$ cat config.mk
export PLATFORM = sky130hd
export DESIGN_NAME = line_window_ctrl
export DESIGN_NICKNAME = d
export VERILOG_FILES = /design/src/rtl/line_window_ctrl_pkg.sv /design/src/rtl/raster_pos_counter.sv /design/src/rtl/line_window_ctrl.sv
export SDC_FILE = /design/constraint.sdc
export NUM_CORES = 1
export LEC_CHECK = 0
export ABC_CLOCK_PERIOD_IN_PS = 3600
export CORE_MARGIN = 5
export CORE_UTILIZATION = 40
export CTS_BUF_LIST = sky130_fd_sc_hd__clkbuf_4 sky130_fd_sc_hd__clkbuf_8
export CTS_CLUSTER_DIAMETER = 200
export DETAILED_ROUTE_END_ITERATION = 7
export PLACE_DENSITY = 0.65
export SLEW_MARGIN = 20
export SYNTH_ARGS = -nofsm -noshare
export SYNTH_HDL_FRONTEND = slang
export SYNTH_HIERARCHICAL = 1
export SYNTH_SLANG_ARGS = --single-unit
$ cat constraint.sdc
create_clock -name clk -period 3.6 [get_ports clk]
set_input_delay 0.36 -clock clk [delete_from_list [all_inputs] [get_ports clk]]
set_output_delay 0.36 -clock clk [all_outputs]
set_load 0.005 [all_outputs]
$ cat src/rtl/line_window_ctrl_pkg.sv
// Shared image-filter definitions: sequencer state encoding, default frame size, window size.
package line_window_ctrl_pkg;

  typedef enum logic [1:0] {
    IDLE  = 2'd0,
    PRIME = 2'd1,
    RUN   = 2'd2,
    DRAIN = 2'd3
  } lwc_state_e;

  localparam int unsigned IMG_WIDTH_DEF  = 640;
  localparam int unsigned IMG_HEIGHT_DEF = 480;
  localparam int unsigned WIN_SIZE       = 3;

endpackage

$ cat src/rtl/raster_pos_counter.sv
// Raster column/row position counter with synchronous clear and end-of-line/end-of-frame flags.
module raster_pos_counter #(
  parameter int unsigned IMG_WIDTH  = 640,
  parameter int unsigned IMG_HEIGHT = 480,
  parameter int unsigned COL_W      = 10,
  parameter int unsigned ROW_W      = 9
) (
  input  logic             clk,
  input  logic             rst,
  input  logic             clr,
  input  logic             en,
  output logic [COL_W-1:0] col,
  output logic [ROW_W-1:0] row,
  output logic             last_col,
  output logic             last_pixel
);

  assign last_col   = (col == COL_W'(IMG_WIDTH - 1));
  assign last_pixel = last_col && (row == ROW_W'(IMG_HEIGHT - 1));

  always_ff @(posedge clk or negedge rst) begin
    if (!rst) begin
      col <= '0;
      row <= '0;
    end else if (clr) begin
      col <= '0;
      row <= '0;
    end else if (en) begin
      if (last_col) begin
        col <= '0;
        // Row holds on the final pixel; the next frame start clears it.
        if (!last_pixel) row <= row + ROW_W'(1);
      end else begin
        col <= col + COL_W'(1);
      end
    end
  end

endmodule

$ cat src/rtl/line_window_ctrl.sv
// Line-buffer sequencer for a 3x3 filter window: pixel handshake, window flag and coordinates.
// Optional dropped-pixel counter enabled by defining LWC_DROP_CNT_EN.
module line_window_ctrl
  import line_window_ctrl_pkg::*;
#(
  parameter int unsigned IMG_WIDTH  = IMG_WIDTH_DEF,
  parameter int unsigned IMG_HEIGHT = IMG_HEIGHT_DEF,
  parameter int unsigned COL_W      = 10,
  parameter int unsigned ROW_W      = 9
) (
  input  logic             clk,
  input  logic             rst,
  input  logic             start_i,
  input  logic             in_valid_i,
  output logic             in_ready_o,
  output logic             buf_we_o,
  output logic             win_valid_o,
  input  logic             win_ready_i,
  output logic [COL_W-1:0] win_col_o,
  output logic [ROW_W-1:0] win_row_o,
  output logic             busy_o,
  output logic             frame_done_o,
  output logic [15:0]      drop_cnt_o
);

  lwc_state_e       state;
  logic             accept;
  logic             clr_pos;
  logic             win_hit;
  logic [COL_W-1:0] col;
  logic [ROW_W-1:0] row;
  logic             last_col;
  logic             last_pixel;

  // Single-slot skid: a new pixel is taken only if the window slot is free or being drained.
  always_comb begin
    in_ready_o = 1'b0;
    unique case (state)
      IDLE:    in_ready_o = 1'b0;
      PRIME:   in_ready_o = 1'b1;
      RUN:     in_ready_o = ~win_valid_o | win_ready_i;
      DRAIN:   in_ready_o = 1'b0;
      default: in_ready_o = 1'b0;
    endcase
  end

  assign buf_we_o = in_valid_i & in_ready_o;
  assign accept   = buf_we_o;
  assign clr_pos  = (state == IDLE) && start_i;
  assign win_hit  = accept && (state == RUN) && (col >= COL_W'(WIN_SIZE - 1));

  raster_pos_counter #(
    .IMG_WIDTH (IMG_WIDTH),
    .IMG_HEIGHT(IMG_HEIGHT),
    .COL_W     (COL_W),
    .ROW_W     (ROW_W)
  ) u_pos (
    .clk       (clk),
    .rst       (rst),
    .clr       (clr_pos),
    .en        (accept),
    .col       (col),
    .row       (row),
    .last_col  (last_col),
    .last_pixel(last_pixel)
  );

  always_ff @(posedge clk or negedge rst) begin
    if (!rst) begin
      state        <= IDLE;
      win_valid_o  <= 1'b0;
      win_col_o    <= '0;
      win_row_o    <= '0;
      busy_o       <= 1'b0;
      frame_done_o <= 1'b0;
    end else begin
      frame_done_o <= 1'b0;
      unique case (state)
        IDLE: begin
          if (start_i) begin
            state  <= PRIME;
            busy_o <= 1'b1;
          end
        end
        PRIME: begin
          // Two full lines must be buffered before any window can form.
          if (accept && last_col && (row == ROW_W'(1))) state <= RUN;
        end
        RUN: begin
          if (win_hit) begin
            win_valid_o <= 1'b1;
            win_col_o   <= col - COL_W'(1);
            win_row_o   <= row - ROW_W'(1);
          end else if (win_ready_i) begin
            win_valid_o <= 1'b0;
          end
          if (accept && last_pixel) state <= DRAIN;
        end
        DRAIN: begin
          if (!win_valid_o || win_ready_i) begin
            win_valid_o  <= 1'b0;
            frame_done_o <= 1'b1;
            busy_o       <= 1'b0;
            state        <= IDLE;
          end
        end
        default: state <= IDLE;
      endcase
    end
  end

`ifdef LWC_DROP_CNT_EN
  logic [15:0] drop_q;

  always_ff @(posedge clk or negedge rst) begin
    if (!rst) begin
      drop_q <= '0;
    end else if (clr_pos) begin
      drop_q <= '0;
    end else if (in_valid_i && !in_ready_o && ((state == IDLE) || (state == DRAIN)) &&
                 (drop_q != 16'hFFFF)) begin
      drop_q <= drop_q + 16'd1;
    end
  end

  assign drop_cnt_o = drop_q;
`else
  assign drop_cnt_o = '0;
`endif

endmodule

==> results of run 1 <==
flip-flops by register name, indices dropped and copies added (netlist names):
| register | flops |
|---|---|
| state | 2 |
| win_row_o | 9 |
| frame_done_o | 1 |
| u_pos/row | 9 |
| u_pos/col | 10 |
| win_valid_o | 1 |
| busy_o | 1 |
| win_col_o | 10 |
report_power, final:
| part | internal, mW | leakage [nW] | total [mW] | switching, mW |
|---|---|---|---|---|
| clock | 0.143 | 0.0446 | 0.307 | 0.164 |
| combinational | 0.0883 | 0.636 | 0.188 | 0.100 |
| sequential | 0.509 | 0.576 | 0.587 | 0.0786 |
cell families after synthesis:
kind of cell | count (synthesis) | share of synthesized area (%)
adders and majority gates | 11 | 5.45
other | 1 | 0.148
and+or+nand+nor | 102 | 21.5
xor gates and xnor gates | 21 | 7.28
AOI/OAI and AO/OA | 55 | 12.9
DFF | 43 | 42.6
buffers and inverters | 35 | 8.86
muxes | 3 | 1.24
routing by layer:
layer	global-route usage (%)	wire length, um	up-vias
li1	-	-	970
met1	18.9	2410	885
met2	19.5	2020	45
met3	3.23	294	5
met4	4.47	60	0
met5	0	0	-
cells in the final DEF (no fill, tap or decap), drive strengths merged, types with 2 or more instances in the layout:
master,count
a21oi,17
and2,5
and3,2
and4b,2
buf,3
clkbuf,6
clkdlybuf4s50,27
conb,16
dfrtp,43
ha,11
inv,11
mux2i,2
nand2,30
nand2b,4
nand3,11
nand3b,2
nand4,5
nor2,17
nor2b,2
nor3,5
nor4,5
o21ai,25
o31ai,6
or3,3
or4,5
xnor2,9
xor2,12
worst min-delay path by stage:
stage                                        start                       end  slack (ns)  cells after the start
final                                          rst  win_col_o[4]$_DFFE_PN0P_        0.05                      1
after global routing                           rst  win_col_o[4]$_DFFE_PN0P_        0.09                      1
after CTS                                      rst  win_col_o[2]$_DFFE_PN0P_        0.25                      1
after detailed placement  win_row_o[3]$_DFFE_PN0P_  win_row_o[3]$_DFFE_PN0P_        0.47                      1
after global placement    win_row_o[3]$_DFFE_PN0P_  win_row_o[3]$_DFFE_PN0P_        0.46                      1
after floorplan                                rst        busy_o$_DFFE_PN0P_        0.06                      0
per-stage QoR:
stage | utilization (%) | total power [mW]
floorplan | - | 0.739
global placement | 44.7 | 0.780
detailed placement | 44.7 | 0.785
CTS | 46.1 | 1.10
global route | 46.1 | 1.16
finish | 46.1 | 1.08
final cells by class:
type,count,share of cell area (%)
Inverter,11,1.43
Clock buffer,6,2.65
Multi-Input combinational cell,208,44.6
Sequential cell,43,37.4
Clock inverter,2,0.435
Tap cell,77,3.35
Timing Repair Buffer,30,10.2
==> flow_metrics.py, run 1 <==
metrics = {
    "logic_synthesis": {
        "synth_top_cell_by_area": "dfrtp_1",
        "synth.top_cell.area_share_pct": 42.6,
        "synth-seq-cells": 43,
        "yosys_warnings": 6,
        "syn_area_per_cell_um2": 9.33,
        "synth_cells": 271,
        "synth.distinct_cells": 45,
        "ys_async_sr_fraction_pct": 100,
        "yosysMostFrequentCell": "dfrtp_1",
        "ys_top_cells_by_count": "dfrtp_1 (43), nand2_1 (29), a21oi_1 (17), nor2_1 (17), buf_4 (16)",
        "synth.area.top_cells": "dfrtp_1 (43%), ha_1 (5.4%), buf_4 (4.8%), nand2_1 (4.3%), xor2_1 (4.2%)",
        "synthesis.area_um2": 2530,
        "ys_seq_area_share_pct": 42.6,
        "synth_edf_count": 0,
        "synthFlopType": "dfrtp_1",
    },
    "sta": {
        "setup_viol": 0,
        "hold_slack_ns": 0.0492,
        "finalCritPeriodShare_pct": 70.4,
        "max_slew.worst_pin.slew_ns": 0.827,
        "setup_slack_ns": 1.06,
        "min_period_ns": 2.54,
        "setup_tns_ns": 0,
        "skew_ns": 0.00831,
        "hold_violations": 0,
        "rsz0062_at_grt": "no",
        "maxSlewViolCount": 0,
        "slew_headroom_pct": 44.6,
        "fmax_mhz": 394,
    },
    "setup_path": {
        "cp_num_cells": 8,
        "critical_path.startpoint_type": "flip-flop",
        "cp-end-kind": "flip-flop",
        "critPathSlowestCell": "dfrtp_1",
        "endpoint": "state[1]$_DFFE_PN0P_",
        "crit_required_ns": 3.78,
        "regToRegSetupSlack_ns": 1.06,
        "rr_startpoint": "u_pos/col[2]$_DFFE_PN0P_",
        "r2r_cells": 8,
        "cp_cell_sequence": "and4b_1, nand3_1, inv_1, and2_1, nand3_1, a221o_1, a21oi_1, mux2_2",
        "critPathMaxFanout": 11,
        "startpoint": "u_pos/col[2]$_DFFE_PN0P_",
        "slowest_delay_ns": 0.60,
        "path_delay_family": "simple AND/OR/NAND/NOR gates",
        "critPathArrivalTime_ns": 2.72,
        "r2r-end": "state[1]$_DFFE_PN0P_",
        "crit_top_cell": "nand3_1",
        "critPathKind": "flip-flop to flip-flop",
        "worstPathBufferInverterCount": 1,
    },
    "place": {
        "port_buffers": 28,
        "placed_cells": 369,
        "dpl_cell_area_um2": 2790,
        "hpwlAfterDp_um": 3480,
        "place_ws_ns": 1.09,
        "routabilityCongestion": 0.830,
    },
    "detailed_routing": {
        "viasPerCell": 5.05,
        "first_iter_violations": 120,
        "wire_per_inst_um": 12.7,
        "detail_route.first_pass.iterations": 4,
        "drc_errors": 0,
        "wirelength_um": 4790,
        "vias": 1905,
        "ant_nets": 0,
    },
    "cts": {
        "postCtsHoldBufs": 0,
        "root_buffer": "clkbuf_8",
        "clkSinkCount": 43,
        "clock_latency_ns": 0.29,
        "clk_pin_slew_worst_paths_ns": 0.08,
        "cts_made_buffers": 5,
        "cts-htree-levels": 2,
        "cts_resized": 0,
        "clk_path_buf_depth": 2,
        "cts_tree": "yes",
        "cts_setup_buffers": 0,
    },
    "floorplan": {
        "ios": 45,
        "die_y_um": 89.5,
        "num_rows": 29,
        "initial_core_util_pct": 40.5,
        "coreArea_um2": 6240,
        "die_w_um": 89.5,
        "die_area_um2": 8010,
    },
    "finish": {
        "drive_above_1_share_pct": 6.33,
        "nFillCells": 638,
        "fin_area_um2": 2880,
        "fin_nets": 315,
        "fin_cells": 377,
        "multiInputGateArea_um2": 1280,
        "regArea_um2": 1080,
        "antenna_cells": 0,
        "syn_to_final_growth_pct": 13.9,
    },
    "power": {
        "ir_drop_mv": 0.192,
        "p_leak_nw": 1.26,
        "pwr_density_cell_nw_per_um2": 376,
    },
    "global_routing": {
        "grt_usage_pct": 13.2,
        "antenna_found_initial": 0,
        "gr-total-overflow": 0,
        "grt_pass1_vias": 1794,
        "grt_max_degree": 44,
        "grt_pass1_wl_um": 8340,
    },
    "outcome": {
        "status": "complete, no violations",
    },
    "run": {
        "cap_violations": 0,
    },
    "min_path": {
        "hp-class": "input pin to asynchronous set/reset pin",
    },
}
(Power assumes the default switching activity.)
==> inputs of run 2 (changes only) <==
--- a/config.mk
+++ b/config.mk
@@ -5,7 +5,7 @@
 export SDC_FILE = /design/constraint.sdc
 export NUM_CORES = 1
 export LEC_CHECK = 0
-export ABC_CLOCK_PERIOD_IN_PS = 3600
+export ABC_CLOCK_PERIOD_IN_PS = 2600
 export CORE_MARGIN = 5
 export CORE_UTILIZATION = 40
 export CTS_BUF_LIST = sky130_fd_sc_hd__clkbuf_4 sky130_fd_sc_hd__clkbuf_8
==> constraint.sdc (replaced) <==
create_clock -name clk -period 2.6 [get_ports clk]
set_input_delay 0.26 -clock clk [delete_from_list [all_inputs] [get_ports clk]]
set_output_delay 0.26 -clock clk [all_outputs]
set_load 0.005 [all_outputs]
==> run 2 against run 1 <==
The flow now finishes with violations (negative hold slack); largest cell class unchanged; critical endpoint is now buf_we_o; critical path type is now flip-flop to primary output; first-iteration DRC count fell by 1.7%; clock-buffer cell count unchanged; worst setup slack worse by 0.84 ns.
==> flow_metrics.py, run 2 (synthesis results as in run 1) <==
metrics = {
    "finish": {
        "fin_area_um2": 2990,
        "nFillCells": 600,
        "fin_nets": 330,
        "final_cell_mix": "dfrtp_1 (43), nand2_1 (29), clkdlybuf4s50_1 (27)",
        "final_common_cell": "dfrtp_1",
        "syn_to_final_growth_pct": 18.4,
        "antenna_cells": 0,
        "drive_above_1_share_pct": 10.8,
        "reg_top3": "u_pos/col: 10 flops, win_col_o: 10 flops",
    },
    "setup_path": {
        "cp_num_cells": 6,
        "cp-end-kind": "primary output",
        "critical_path.startpoint_type": "flip-flop",
        "rr_startpoint": "u_pos/row[1]$_DFFE_PN0P_",
        "regToRegSetupSlack_ns": 0.24,
        "slowest_delay_ns": 0.56,
        "crit_required_ns": 2.34,
        "critPathKind": "flip-flop to primary output",
        "r2r-end": "state[1]$_DFFE_PN0P_",
        "r2r_cells": 8,
        "endpoint": "buf_we_o",
        "critPathMaxFanout": 13,
        "worstPathBufferInverterCount": 3,
        "startpoint": "state[0]$_DFFE_PN0P_",
        "cp_cell_sequence": "inv_1, ha_1, o21ai_0, a21oi_1, buf_4, clkdlybuf4s50_1",
        "critPathArrivalTime_ns": 2.11,
        "critPathSlowestCell": "clkdlybuf4s50_1",
        "path_delay_family": "buffers and inverters",
    },
    "detailed_routing": {
        "viasPerCell": 5.01,
        "ant_nets": 0,
        "wire_per_inst_um": 13.1,
        "wirelength_um": 5120,
        "detail_route.first_pass.iterations": 4,
        "vias": 1962,
        "drc_errors": 0,
        "first_iter_violations": 118,
    },
    "run": {
        "cap_violations": 0,
    },
    "cts": {
        "cts_setup_buffers": 0,
        "root_buffer": "clkbuf_8",
        "clk_path_buf_depth": 2,
        "cts_made_buffers": 5,
        "cts-htree-levels": 2,
        "clock_latency_ns": 0.30,
        "postCtsHoldBufs": 0,
        "cts_resized": 0,
        "clk_pin_slew_worst_paths_ns": 0.09,
        "clkSinkCount": 43,
        "cts_tree": "yes",
    },
    "sta": {
        "max_slew.worst_pin.slew_ns": 0.549,
        "slew_headroom_pct": 63.4,
        "setup_slack_ns": 0.225,
        "hold_slack_ns": -0.0568,
        "setup_tns_ns": 0,
        "setup_viol": 0,
        "rsz0062_at_grt": "no",
        "hold_violations": 43,
        "skew_ns": 0.00619,
        "finalCritPeriodShare_pct": 91.3,
        "min_period_ns": 2.37,
        "maxSlewViolCount": 0,
        "fmax_mhz": 421,
    },
    "power": {
        "ir_drop_mv": 0.263,
        "pwr_density_cell_nw_per_um2": 520,
        "p_leak_nw": 1.33,
    },
    "place": {
        "place_ws_ns": 0.258,
        "dpl_cell_area_um2": 2900,
        "hpwlAfterDp_um": 3720,
        "routabilityCongestion": 0.849,
        "port_buffers": 28,
    },
    "floorplan": {
        "ios": 45,
        "die_y_um": 89.5,
        "die_area_um2": 8010,
        "die_w_um": 89.5,
        "coreArea_um2": 6240,
        "num_rows": 29,
        "initial_core_util_pct": 40.5,
    },
    "global_routing": {
        "grt_max_degree": 44,
        "grt_usage_pct": 13.7,
        "grt_pass1_vias": 1819,
        "antenna_found_initial": 0,
        "gr-total-overflow": 0,
        "grt_pass1_wl_um": 8580,
    },
    "outcome": {
        "violations": "negative hold slack",
        "status": "finished with violations",
    },
    "min_path": {
        "hp-class": "input pin to asynchronous set/reset pin",
    },
}
[run 2: worst min path at each step]
stage / endpoint / cells past startpoint / slack (ns) / start
after global placement: win_col_o[2]$_DFFE_PN0P_ / 1 / 0.46 / rst
after CTS: win_col_o[2]$_DFFE_PN0P_ / 1 / 0.15 / rst
after detailed placement: win_row_o[3]$_DFFE_PN0P_ / 1 / 0.47 / win_row_o[3]$_DFFE_PN0P_
final: win_col_o[4]$_DFFE_PN0P_ / 1 / -0.06 / rst
after global routing: win_col_o[4]$_DFFE_PN0P_ / 1 / 0.003 / rst
after floorplan: busy_o$_DFFE_PN0P_ / 0 / -0.04 / rst
[run 2: metrics by stage]
stage	cells	power (mW)	util, %
final	392	1.56	47.9
after floorplan	286	1.02	-
after CTS	392	1.58	47.9
after global placement	384	1.12	46.5
after global routing	392	1.65	47.9
after detailed placement	384	1.13	46.5
[run 2: where the power goes]
| group | switching (mW) | internal, mW |
|---|---|---|
| registers | 0.0316 | 0.705 |
| logic | 0.224 | 0.159 |
| clock network | 0.238 | 0.199 |
| total | 0.494 | 1.06 |
[run 2: final cells by class]
cell class | count | area (um^2) | share of cell area, %
Multi-Input combinational cell | 208 | 1280 | 42.9
Sequential cell | 43 | 1080 | 36.0
Timing Repair Buffer | 45 | 405 | 13.6
Tap cell | 77 | 96.3 | 3.22
Clock buffer | 6 | 76.3 | 2.55
Inverter | 11 | 41.3 | 1.38
Clock inverter | 2 | 12.5 | 0.418
[run 2: metal layers]
metal / GRT usage (%) / vias up / wire length [um]
met5: 0 / - / 0
met4: 4.87 / 0 / 34
met3: 2.95 / 2 / 306
met2: 20.4 / 51 / 2220
met1: 19.7 / 906 / 2560
li1: - / 1003 / -
[run 2: worst register-to-register path, delay by kind of cell (launching register included)]
family                   cells  cell delay (ns)
AO/OA/AOI/OAI                2             0.50
multiplexers                 1             0.37
AND/OR/NAND/NOR              4             0.71
flip-flops                   1             0.44
adder cells (fa/ha/maj)      1             0.23
==> RTL edit 1 (flow settings as in run 2) <==
`COL_W` is set to 10 in 2 places; all go to 8.
--- a/src/rtl/raster_pos_counter.sv
+++ b/src/rtl/raster_pos_counter.sv
@@ -2,7 +2,7 @@
 module raster_pos_counter #(
   parameter int unsigned IMG_WIDTH  = 640,
   parameter int unsigned IMG_HEIGHT = 480,
-  parameter int unsigned COL_W      = 10,
+  parameter int unsigned COL_W      = 8,
   parameter int unsigned ROW_W      = 9
 ) (
   input  logic             clk,
--- a/src/rtl/line_window_ctrl.sv
+++ b/src/rtl/line_window_ctrl.sv
@@ -5,7 +5,7 @@
 #(
   parameter int unsigned IMG_WIDTH  = IMG_WIDTH_DEF,
   parameter int unsigned IMG_HEIGHT = IMG_HEIGHT_DEF,
-  parameter int unsigned COL_W      = 10,
+  parameter int unsigned COL_W      = 8,
   parameter int unsigned ROW_W      = 9
 ) (
   input  logic             clk,
Interface: changed (resized win_col_o); port bits go from 45 to 43. No check against the original RTL was run, so the function may have changed too.
==> RTL edit 1 against run 2 <==
Total power decreased by 2.1%. Register-to-register slack got worse by 20 ps. Synthesized area is 11% lower. Fmax down 0.42%. Critical path depth up 1. Synthesized cell count fell by 11%. Setup slack got worse by 10 ps. Wire length decreased by 14%. Utilization rose by 0.46 points. Cell area shrank 11%. Die area fell by 9.5%. Clock power is 12% higher. Via count decreased by 12%. Sequential cell count shrank 4. Critical endpoint unchanged. Largest cell class unchanged.
==> RTL edit 1: results (changes against run 2) <==
Status
  • Outcome: complete, no violations

Timing
  • Setup skew after layout: 3.85 ps (-2.34 ps)
  • Max-Slew Margin vs Limit: 42.1% (-21 points)

Worst setup path
  • FF-to-FF setup slack: 220 ps (-20 ps)
  • Cells on worst reg2reg path: 9 (+1)
  • CP peak stage delay: 500 ps (-60 ps)
  • Critical register-to-register path startpoint: state[1]
  • Max FO, Critical Path: 7 (-6)
  • Crit Path Category: reg2out
  • Critical Path AT: roughly 2100 ps
  • Cell with the biggest individual delay on the critical path: clkdlybuf4s50_1
  • Category of cells accounting for the largest share of critical-path delay: buffers and inverters
  • Capture point of the critical path: buf_we_o
  • Destination of the worst register-to-register timing path: u_pos/row[3]

Global routing
  • Largest net degree at the start of global routing: 40 (-9.1%)
  • Number of global-route vias before repair: 1644 (-9.6%)
  • Number of antenna violations at the first check in global routing: 0 (unchanged)
  • Global-route wire length before repair: 7590 microns (-11%)
  • Total Routing Usage GR: 12.9% (-0.85 points)

Placement
  • Routability congestion estimate: 0.851 (+0.20%)
  • Detail Placement HPWL: 3200 microns (-14%)
  • Buffers added on ports: 26 (-7.1%)

Routing
  • Iter 0 DRT Violations: 101 (-14%)
  • Drt pass-1 iters: 4 (unchanged)
  • DR vias/cell: 5.00 (-0.16%)
  • Average detailed-routed wire length per instance: 12.8 microns (-2.2%)

Power
  • Leakage: 1.21 nW (-8.9%)
  • Highest ir drop seen on vdd: 0.000293 V (+11%)

Synth
  • Share of synthesized area occupied by flip-flops and latches: 43.2% (+0.64 points)
  • Top flip-flop cell by instance count after synthesis: dfrtp_1
  • Netlist cell types: 41 (-8.9%)
  • Share of synthesized registers carrying an async set or reset: 100% (unchanged)
  • Most frequent cells after synthesis: 39 x dfrtp_1, 25 x nand2_1, 23 x o21ai_0
  • Main area contributors after synthesis: dfrtp_1 43%, ha_1 5.5%, buf_4 5.3%
  • Yosys warning total: 6 (unchanged)

CTS
  • # resized after CTS: 0 (unchanged)
  • Clock transition at the registers of the reported paths: 70 ps (-20 ps)
  • Maximum clock insertion buffer count: 2 (unchanged)
  • Clock Root Buffer: clkbuf_8
  • Inserted Clock Buffers: 5 (unchanged)
  • Post-CTS setup repair buffer count: 0 (unchanged)
  • Clock network latency to the later pin of the worst-skew pair: between 200 and 300 ps
  • CTS HTree Levels: 2 (unchanged)

Layout
  • Fraction of layout instances using a drive strength above 1: 9.56% (-1.2 points)
  • Largest registers: u_pos/row: 9 flops, win_row_o: 9 flops
  • Number of diodes added for antenna fixing: 0 (unchanged)
  • Post-layout nets: 287 (-13%)

Flow run
  • Count of maximum capacitance violations: 0 (unchanged)

Min path
  • Path type of the worst min-delay path: in2async
-- RTL edit 1: cell count changes in the layout (fill, tap and decap cells not counted), sizes merged, moves of 3 or more --
cell	before	now
nor2b	2	5
o31ai	6	3
and4	1	4
nand2	30	25
dfrtp	43	39
nor3	5	2
buf	18	8
a21oi	17	7
-- RTL edit 1: stage by stage --
step,utilization (%),cells,worst slack (ps),area [sq um],power [mW]
finish,48.4,344,215,2670,1.52
global route,48.4,344,93.7,2670,1.61
CTS,48.4,344,216,2670,1.54
detailed placement,46.5,337,268,2560,1.04
global placement,46.5,337,364,2560,1.04
floorplan,-,255,177,2310,0.976
-- RTL edit 1: how the worst min path moves through the flow --
stage	startpoint	end	slack, ps	cells after the start
finish	rst	frame_done_o	80	1
CTS	rst	win_valid_o	110	1
global route	rst	frame_done_o	170	1
global placement	rst	frame_done_o	420	1
detailed placement	rst	win_valid_o	430	1
floorplan	rst	busy_o	-40	0
-- RTL edit 1: power breakdown --
part | internal [mW] | leakage, nW | switching [mW]
sequential | 0.657 | 0.523 | 0.120
clock | 0.292 | 0.0547 | 0.198
combinational | 0.130 | 0.633 | 0.126
total | 1.08 | 1.21 | 0.444
-- RTL edit 1: final cells by class --
type | instances | area (sq um)
fill | 515 | 2840
multi-input combinational | 183 | 1150
sequential | 39 | 976
timing repair buffer | 33 | 308
tap | 72 | 90.1
clock buffer | 6 | 76.3
inverter | 10 | 37.5
clock inverter | 1 | 30.0
-- RTL edit 1: worst reg2reg max path, stage by stage (launching register included) --
cell     delay [ps]
dfrtp_1         410
inv_1            90
ha_1            330
o21ai_0          80
a21o_2          210
inv_1            70
and4_4          260
nand2_1         190
or4_1           510
a21oi_1         160
-- RTL edit 1: routing by layer --
layer  GRT usage (%)  wire (microns)  up-vias
li1                -               -      853
met1            16.2            2010      814
met2            21.3            2030       43
met3            2.04             239        9
met4            6.62             107        0
met5               0               0        -
-- RTL edit 1: cells by family (layout without fill, tap and decap cells) --
logic type,Yosys count,in the layout,synth area share (%)
AND/OR/NAND/NOR,92,92,21.5
AO/OA/AOI/OAI,39,39,10.4
flip-flops,39,39,43.2
buffers and inverters,33,50,8.48
XOR/XNOR,21,21,8.14
adder cells (fa/ha/maj),10,10,5.54
multiplexers,5,5,2.55
other,1,16,0.166
==> RTL edit 2 (settings of run 2) <==
Made on the original files. Encoding of `lwc_state_e`: now Gray code (2 bits for 4 states).
--- a/src/rtl/line_window_ctrl_pkg.sv
+++ b/src/rtl/line_window_ctrl_pkg.sv
@@ -2,10 +2,10 @@
 package line_window_ctrl_pkg;
 
   typedef enum logic [1:0] {
-    IDLE  = 2'd0,
-    PRIME = 2'd1,
-    RUN   = 2'd2,
-    DRAIN = 2'd3
+    IDLE  = 2'b00,
+    PRIME = 2'b01,
+    RUN   = 2'b11,
+    DRAIN = 2'b10
   } lwc_state_e;
 
   localparam int unsigned IMG_WIDTH_DEF  = 640;
Check against the original RTL: same outputs for any inputs over 10 cycles, from zero or initial values and one cycle with rst low; not proved beyond that.
==> RTL edit 2 against run 2 <==
Synthesized cell count is 11% lower. Highest routed layer unchanged. Wire length down 6.5%. Setup slack better by 140 ps. The flow still finishes with violations (negative hold slack). Clock power up 17%. Sequential cell count unchanged. Cell area fell by 1.3%. Total power is 4.1% higher. First-iteration DRC count down 31%. Synthesized area rose by 1.0%.
==> RTL edit 2: results (changes against run 2) <==
Routing
  • DR vias/cell: 5.12 (+2.4%)
  • Routed met2 length: 2120 microns (-4.3%)
  • Iter 0 DRT Violations: 82 (-31%)
  • Met3 wire length: 274 microns (-10%)
  • Drt pass-1 iters: 4 (unchanged)
  • WL met1: 2330 microns (-8.9%)
  • Average detailed-routed wire length per instance: 13.7 microns (+4.7%)

Synth
  • Netlist cell types: 49 (+8.9%)
  • Main area contributors after synthesis: dfrtp_1 42%, mux2_4 10%, buf_4 4.7%
  • Adder-cell share of the synthesized area: 2.94% (-2.5 points)
  • Post-synthesis cell count: 242 (-11%)
  • Most frequent cells after synthesis: 43 x dfrtp_1, 17 x mux2_4, 17 x nor2_1
  • Share of synthesized area occupied by flip-flops and latches: 42.1% (-0.44 points)
  • Xor and xnor fraction of the mapped netlist area: 7.55% (+0.27 points)
  • Proportion of synthesized area in mux cells: 10.8% (+9.5 points)

Worst setup path
  • Cell with the biggest individual delay on the critical path: clkdlybuf4s50_1
  • Destination of the worst register-to-register timing path: u_pos/row[3]
  • Cells on worst reg2reg path: 6 (-2)
  • Max FO, Critical Path: 9 (-4)
  • Critical register-to-register path startpoint: win_valid_o
  • FF-to-FF setup slack: 490 ps (+250 ps)
  • CP peak stage delay: 520 ps (-40 ps)
  • Category of cells accounting for the largest share of critical-path delay: buffers and inverters

Layout
  • Final clock-cell share: 3.60% (+0.63 points)
  • Core occupancy in the finished layout: 47.0% (-0.91 points)
  • Buffering overhead: 10.7% (-2.9 points)
  • Post-layout nets: 284 (-14%)
  • Fraction of layout instances using a drive strength above 1: 14.7% (+3.9 points)
  • Number of diodes added for antenna fixing: 0 (unchanged)
  • Layout multi-input combinational cell count: 178 (-14%)
  • Combined area of the multi-input logic cells: 1310 sq um (+2.2%)
  • Inverters excl. clock: 12 (+1)
  • Total of plain and repair buffers excluding clock buffers: 33 (-27%)
  • Number of fill cells in the layout: 565 (-5.8%)
  • Share of the final layout cell area in multi-input gates: 44.5% (+1.6 points)
  • Sequential share of cell area: 36.5% (+0.49 points)

Global routing
  • Global-route wire length before repair: 8630 microns (+0.57%)
  • Total Routing Usage GR: 12.7% (-1.1 points)
  • Met3 track demand over resource in global routing: 3.09% (+0.14 points)
  • GR met2 Demand/Resource: 18.6% (-1.8 points)
  • Global routing met1 resource utilization: 18.4% (-1.3 points)
  • Number of global-route vias before repair: 1767 (-2.9%)

Timing
  • Number of endpoints with negative hold slack in the final report: 43 (unchanged)
  • Max-Slew Margin vs Limit: 63.0% (-0.37 points)
  • Fin Hold WS: -45.7 ps (+11.1 ps)
  • Setup skew after layout: 5.87 ps (-0.319 ps)

Placement
  • Placement Cell Area: 2840 sq um (-2.0%)
  • Detail Placement HPWL: 3410 microns (-8.3%)
  • Post-placement cell count: 343 (-11%)
  • Routability congestion estimate: 0.730 (-14%)
  • Buffers added on ports: 28 (unchanged)

CTS
  • Post-CTS setup repair buffer count: 0 (unchanged)

Power
  • Highest ir drop seen on vdd: 0.000300 V (+14%)
  • Leakage: 1.41 nW (+6.0%)

Status
  • Outcome: finished with violations
  • Failing checks: negative hold slack
[RTL edit 2: how the worst max path moves through the flow]
stage,endpoint,slack (ps),startpoint
after detailed placement,u_pos/row[3],220,win_ready_i
after global placement,u_pos/row[3],310,win_ready_i
after floorplan,u_pos/row[8],550,win_valid_o
after global routing,buf_we_o,140,win_valid_o
after CTS,buf_we_o,340,win_valid_o
final,buf_we_o,360,win_valid_o
[RTL edit 2: power by group]
| group | leakage (nW) | switching (mW) | total [mW] | internal (mW) |
|---|---|---|---|---|
| Sequential | 0.575 | 0.0875 | 0.785 | 0.698 |
| Combinational | 0.780 | 0.173 | 0.325 | 0.151 |
| Clock | 0.0547 | 0.218 | 0.510 | 0.292 |
[RTL edit 2: worst reg2reg max path: cells and delay by family (launching register included)]
family | cells | cell delay [ps]
flops | 1 | 400
simple gates | 4 | 1300
compound gates | 2 | 340
